### src/rtl/tmr_vote_monitor.sv
// rtl/tmr_vote_monitor.sv - registered 2-of-3 majority voter with per-lane error tracking and health FSM
//
// Ports:
//   S_AXI_ACLK        clock, all logic on the rising edge
//   S_AXI_ARESET      synchronous active-high reset
//   in_valid          qualifies lane0..lane2 this cycle
//   lane0/1/2         redundant copies of the result word
//   clr               one-cycle clear of counters, failed mask and health FSM
//   voted_data        registered bitwise majority word
//   voted_valid       in_valid delayed by one cycle
//   lane_mismatch     lanes that differed from the majority in the last valid sample
//   lane_failed       sticky per-lane failure flags
//   err_cnt0/1/2      saturating per-lane mismatch totals
//   health            0=NOMINAL 1=SUSPECT 2=DEGRADED 3=FATAL
//   fatal             health == FATAL
module tmr_vote_monitor #(
    parameter int DATA_W      = 32,
    parameter int FAIL_THRESH = 4,
    parameter int CNT_W       = 16
) (
    input  logic              S_AXI_ACLK,
    input  logic              S_AXI_ARESET,
    input  logic              in_valid,
    input  logic [DATA_W-1:0] lane0,
    input  logic [DATA_W-1:0] lane1,
    input  logic [DATA_W-1:0] lane2,
    input  logic              clr,
    output logic [DATA_W-1:0] voted_data,
    output logic              voted_valid,
    output logic [2:0]        lane_mismatch,
    output logic [2:0]        lane_failed,
    output logic [CNT_W-1:0]  err_cnt0,
    output logic [CNT_W-1:0]  err_cnt1,
    output logic [CNT_W-1:0]  err_cnt2,
    output logic [1:0]        health,
    output logic              fatal
);

    typedef enum logic [1:0] {
        NOMINAL  = 2'd0,
        SUSPECT  = 2'd1,
        DEGRADED = 2'd2,
        FATAL    = 2'd3
    } health_t;

    localparam logic [3:0]       THRESH  = 4'(FAIL_THRESH);
    localparam logic [CNT_W-1:0] CNT_MAX = {CNT_W{1'b1}};

    health_t           state_q, state_d;
    logic [DATA_W-1:0] maj;
    logic [2:0]        mm;
    logic              no_pair;
    logic              update;
    logic [DATA_W-1:0] lanes   [3];
    logic [3:0]        run_q   [3];
    logic [3:0]        run_d   [3];
    logic [CNT_W-1:0]  cnt_q   [3];
    logic [2:0]        failed_q;
    logic [2:0]        failed_d;
    logic [1:0]        n_failed;
    logic              all_runs_zero;

    assign lanes[0] = lane0;
    assign lanes[1] = lane1;
    assign lanes[2] = lane2;

    assign maj     = (lane0 & lane1) | (lane1 & lane2) | (lane0 & lane2);
    assign mm      = {lane2 != maj, lane1 != maj, lane0 != maj};
    assign no_pair = (lane0 != lane1) && (lane1 != lane2) && (lane0 != lane2);

    // clr takes precedence: a sample arriving with clr is voted but not tracked.
    assign update = in_valid && !clr;

    // Next run lengths and failure mask as they would be after this sample.
    always_comb begin
        failed_d      = failed_q;
        all_runs_zero = 1'b1;
        for (int k = 0; k < 3; k++) begin
            run_d[k] = 4'd0;
            if (mm[k]) begin
                run_d[k] = (run_q[k] >= THRESH) ? THRESH : run_q[k] + 4'd1;
            end
            if (run_d[k] == THRESH) begin
                failed_d[k] = 1'b1;
            end
            if (run_d[k] != 4'd0) begin
                all_runs_zero = 1'b0;
            end
        end
        n_failed = {1'b0, failed_d[0]} + {1'b0, failed_d[1]} + {1'b0, failed_d[2]};
    end

    // Health FSM next state; only valid, non-cleared samples move it.
    always_comb begin
        state_d = state_q;
        if (clr) begin
            state_d = NOMINAL;
        end else if (in_valid) begin
            if (state_q == FATAL || no_pair || n_failed >= 2'd2) begin
                state_d = FATAL;
            end else if (state_q == DEGRADED || n_failed == 2'd1) begin
                state_d = DEGRADED;
            end else if (state_q == NOMINAL) begin
                if (|mm) begin
                    state_d = SUSPECT;
                end
            end else if (all_runs_zero) begin
                state_d = NOMINAL;
            end
        end
    end

    always_ff @(posedge S_AXI_ACLK) begin
        if (S_AXI_ARESET) begin
            state_q <= NOMINAL;
        end else begin
            state_q <= state_d;
        end
    end

    always_ff @(posedge S_AXI_ACLK) begin
        if (S_AXI_ARESET) begin
            voted_data    <= '0;
            voted_valid   <= 1'b0;
            lane_mismatch <= 3'b000;
            failed_q      <= 3'b000;
            for (int k = 0; k < 3; k++) begin
                run_q[k] <= 4'd0;
                cnt_q[k] <= '0;
            end
        end else begin
            voted_valid <= in_valid;
            if (in_valid) begin
                voted_data    <= maj;
                lane_mismatch <= mm;
            end
            if (clr) begin
                failed_q <= 3'b000;
                for (int k = 0; k < 3; k++) begin
                    run_q[k] <= 4'd0;
                    cnt_q[k] <= '0;
                end
            end else if (update) begin
                failed_q <= failed_d;
                for (int k = 0; k < 3; k++) begin
                    run_q[k] <= run_d[k];
                    if (mm[k] && cnt_q[k] != CNT_MAX) begin
                        cnt_q[k] <= cnt_q[k] + CNT_W'(1);
                    end
                end
            end
        end
    end

    assign lane_failed = failed_q;
    assign err_cnt0    = cnt_q[0];
    assign err_cnt1    = cnt_q[1];
    assign err_cnt2    = cnt_q[2];
    assign health      = state_q;
    assign fatal       = (state_q == FATAL);

endmodule

### config.mk
export PLATFORM = sky130hd
export DESIGN_NAME = tmr_vote_monitor
export DESIGN_NICKNAME = d
export VERILOG_FILES = /design/src/rtl/tmr_vote_monitor.sv
export SDC_FILE = /design/constraint.sdc
export NUM_CORES = 1
export LEC_CHECK = 0
export CAP_MARGIN = 20
export CORE_MARGIN = 10
export CORE_UTILIZATION = 55
export CTS_CLUSTER_SIZE = 30
export DETAILED_ROUTE_END_ITERATION = 6
export DONT_BUFFER_PORTS = 1
export GPL_TIMING_DRIVEN = 0
export MAX_ROUTING_LAYER = met4
export PLACE_DENSITY = 0.7
export SYNTH_ARGS = -nofsm -noshare
export SYNTH_HDL_FRONTEND = slang
export SYNTH_SLANG_ARGS = --single-unit
### constraint.sdc
create_clock -name S_AXI_ACLK -period 4.05 [get_ports S_AXI_ACLK]
set_input_delay 0.6075 -clock S_AXI_ACLK [delete_from_list [all_inputs] [get_ports S_AXI_ACLK]]
set_output_delay 0.6075 -clock S_AXI_ACLK [all_outputs]
set_load 0.01 [all_outputs]
==> results by group <==
Status
  – Status: finished, violations left
  – Failing checks: design-rule violations

Final layout
  – Layout Cells excl Fill: just over 1,000
  – Area grow syn2layout: 6.565%
  – Nets: approximately 1,100
  – Register area: about 0.0026 mm^2
  – Area of the multi-input gates: between 0.005 and 0.006 mm^2
  – Diodes inserted: 0
  – # fillers: between 1,000 and 1,500
  – Layout cell share with drive strength beyond 1: 2.465%
  – Final instance area: around 0.0084 mm^2

STA
  – Fin crit share: between 80% and 90%
  – Clock Skews: ~13 ps
  – Final setup fails: 0
  – RSZ-0062 raised after global routing: no
  – Final Max Tran Viols: 0
  – Slew Limit Headroom: 50.76%
  – Final worst path period need: around 3600 ps
  – Setup TNS: 0 ps
  – Hold Slack: roughly 340 ps
  – Final Hold Fails: 0
  – F_max: ~0.28 GHz
  – Slew @ Worst Pin: roughly 730 ps

Clock tree
  – Root buffer cell: clkbuf_16
  – Resized cells post-CTS: 0
  – Postcts setup bufs: 0
  – Clk sinks: slightly above 100
  – Reg clk slew, reported paths: 80 ps
  – Clock buffer depth: 2
  – Later-pin clock latency in the skew report: around 350 ps
  – Num CTS Buffers: 9
  – CTS tree: yes
  – H-tree levels: 3
  – Hold-fix buffers, CTS: 0

Placed design
  – Placed Area: roughly 0.0081 mm^2
  – Port-buffer cells: 0
  – DP Wirelength: approximately 21,000 um
  – Placed Cells: approximately 1,000
  – Gpl congestion: between 0.9 and 1

Floorplanning
  – Row count: 43
  – Die width: 139.6 um
  – Num ports: between 150 and 200
  – Die span in y: roughly 140 um
  – Core ar.: between 0.01 and 0.015 mm^2
  – Starting density of the core: between 50 and 60%
  – Die footprint: around 0.019 mm^2

Synth
  – Most common cell in the netlist: nor4_1
  – Top cells by area, synth: edfxtp_1 23%, ha_1 16%, o31a_1 11%
  – FFs w/ async S/R, synth: 0%
  – Yosys cell types: 40
  – Post-synth top cells: 136 x nor4_1, 102 x ha_1, 99 x o31a_1, 98 x nor2_1, 60 x edfxtp_1
  – Ys flop type: edfxtp_1
  – Synth warn: 0
  – Yosys reg bits: 101
  – Top-area cell type share of the netlist area: around 23%
  – Post-Syn Area: approximately 0.0079 mm^2
  – Post-synth EDFFs: 60
  – Synth Instances: 833
  – Cell taking the most area after synthesis: edfxtp_1
  – Avg Inst Size Synth: roughly 9.4 um^2
  – Register area share after synthesis: about a third

Critical path
  – Data arrival, critical path: between 3000 and 4000 ps
  – Worst endpoint required time: 4260 ps
  – Setup CP Type: input pin to flop
  – Crit path capture type: flop
  – Max FO, Critical Path: 7
  – Startpoint types: input pin

Global routing
  – Pin count of the biggest net entering global routing: 18
  – Total congestion overflow: 0
  – Number of global-route vias before repair: 6,774
  – Initial antenna violation count: 0
  – GRT Util Overall: 25.64%
  – First-pass GRT wire length: 38,580 um

Pwr
  – VDD IR-drop max: ~0.00021 V
  – Leak pwr: 2.886 nW
  – Power Dens Cells: roughly 320 mW/mm^2

Routing
  – Via-per-instance ratio: roughly 7.0
  – Iteration count of the initial detailed-routing pass: 7
  – DRC errors left: 3
  – Vias: about 7,300
  – ANT nets after route: 0
  – Final WL: about 26,000 um
  – Routed len/inst: roughly 25 um
  – Iter 0 DRT Violations: around 470

Run
  – Max-Cap Viols: 0

Hold path
  – Worst hold path type: input pin to flop
layout by cell type, fill, tap and decap left out, types with 2 or more instances in the layout:
cell and instances:
buf_2 2, mux2i_1 3, edfxtp_1 60, nand3b_1 3
and4_1 2, buf_1 5, nor2b_1 5, nor4_1 136
a21oi_1 3, nor2_1 98, o31a_1 99, o21ai_0 2
clkbuf_1 11, nand2_1 16, a211oi_1 32, xnor2_1 17
o22ai_1 49, clkbuf_16 9, and3_1 8, nor3_1 42
nor4b_1 3, buf_6 2, clkinv_4 2, dfxtp_1 41
nand4_1 20, inv_6 2, buf_4 2, xor2_1 25
nand3_1 25, and3b_1 3, inv_1 7, ha_1 102
conb_1 3
metal layers:
| layer | GRT usage [%] | wire length [um] | vias up |
|---|---|---|---|
| li1 | - | - | 3506 |
| met1 | 27.57 | 9753 | 3413 |
| met2 | 42.14 | 12500 | 301 |
| met3 | 11.26 | 3173 | 33 |
| met4 | 7.446 | 571 | 0 |
| met5 | - | 0 | - |
critical path, cell delays in order:
cell,delay [ps]
ha_1,260
nor4_1,530
o22ai_1,240
nor4_1,390
nand4_1,500
o31a_1,270
nor2_1,140
fa_1,450
inv_1,100
nor4_1,50
o31ai_1,80
o311ai_0,190
report_power, final:
| part | switching, W | internal (W) | total, W | leakage, nW |
|---|---|---|---|---|
| Sequential | 0.000120 | 0.00117 | 0.00129 | 1.01 |
| Clock | 0.000386 | 0.000422 | 0.000809 | 0.133 |
| Combinational | 0.000321 | 0.000245 | 0.000566 | 1.74 |
logic make-up (layout without fill, tap and decap cells):
group           after synthesis  after routing  share of synthesized area [%]
simple gates                363            363                          24.46
compound gates              193            193                          19.09
flops                       101            101                          33.32
mux                           3              3                         0.3815
xor+xnor                     42             42                          4.673
other cells                   1              3                        0.04764
buf+inv                      27             44                          1.558
fa+ha+maj                   103            103                          16.47
state kept, by name, indices dropped and copies added (netlist names):
name	cells
cnt_q	48
lane_failed	3
lane_mismatch	3
health	2
voted_valid	1
run_q	12
voted_data	32
final cells by class:
type	count	share of cell area (%)
buffer	20	1.149
clock buffer	10	2.730
clock inverter	6	0.5668
inverter	7	0.3132
multi-input combinational	707	61.20
sequential	101	31.26
tap	180	2.685
timing repair buffer	1	0.08950
per-stage QoR:
| stage | util (%) | power [W] | setup WS, ps |
|---|---|---|---|
| floorplan | - | 0.001693 | 718.7 |
| global placement | 58.16 | 0.001846 | -137.0 |
| detailed placement | 58.21 | 0.001865 | 118.7 |
| CTS | 60.20 | 0.002666 | 483.6 |
| global route | 60.20 | 0.002784 | 269.2 |
| finish | 60.20 | 0.002663 | 443.2 |
worst paths after layout:
check / startpoint / end / slack, ps / depth (start not counted)
worst max-delay path: lane1[23] / health[0] / 440 / 12
worst min-delay path: clr / lane_failed[2] / 340 / 1
worst max register to register: cnt_q[0][34] / cnt_q[0][45] / 1420 / 9
worst min register to register: voted_data[16] / voted_data[16] / 540 / 2
(Power assumes the default switching activity.)
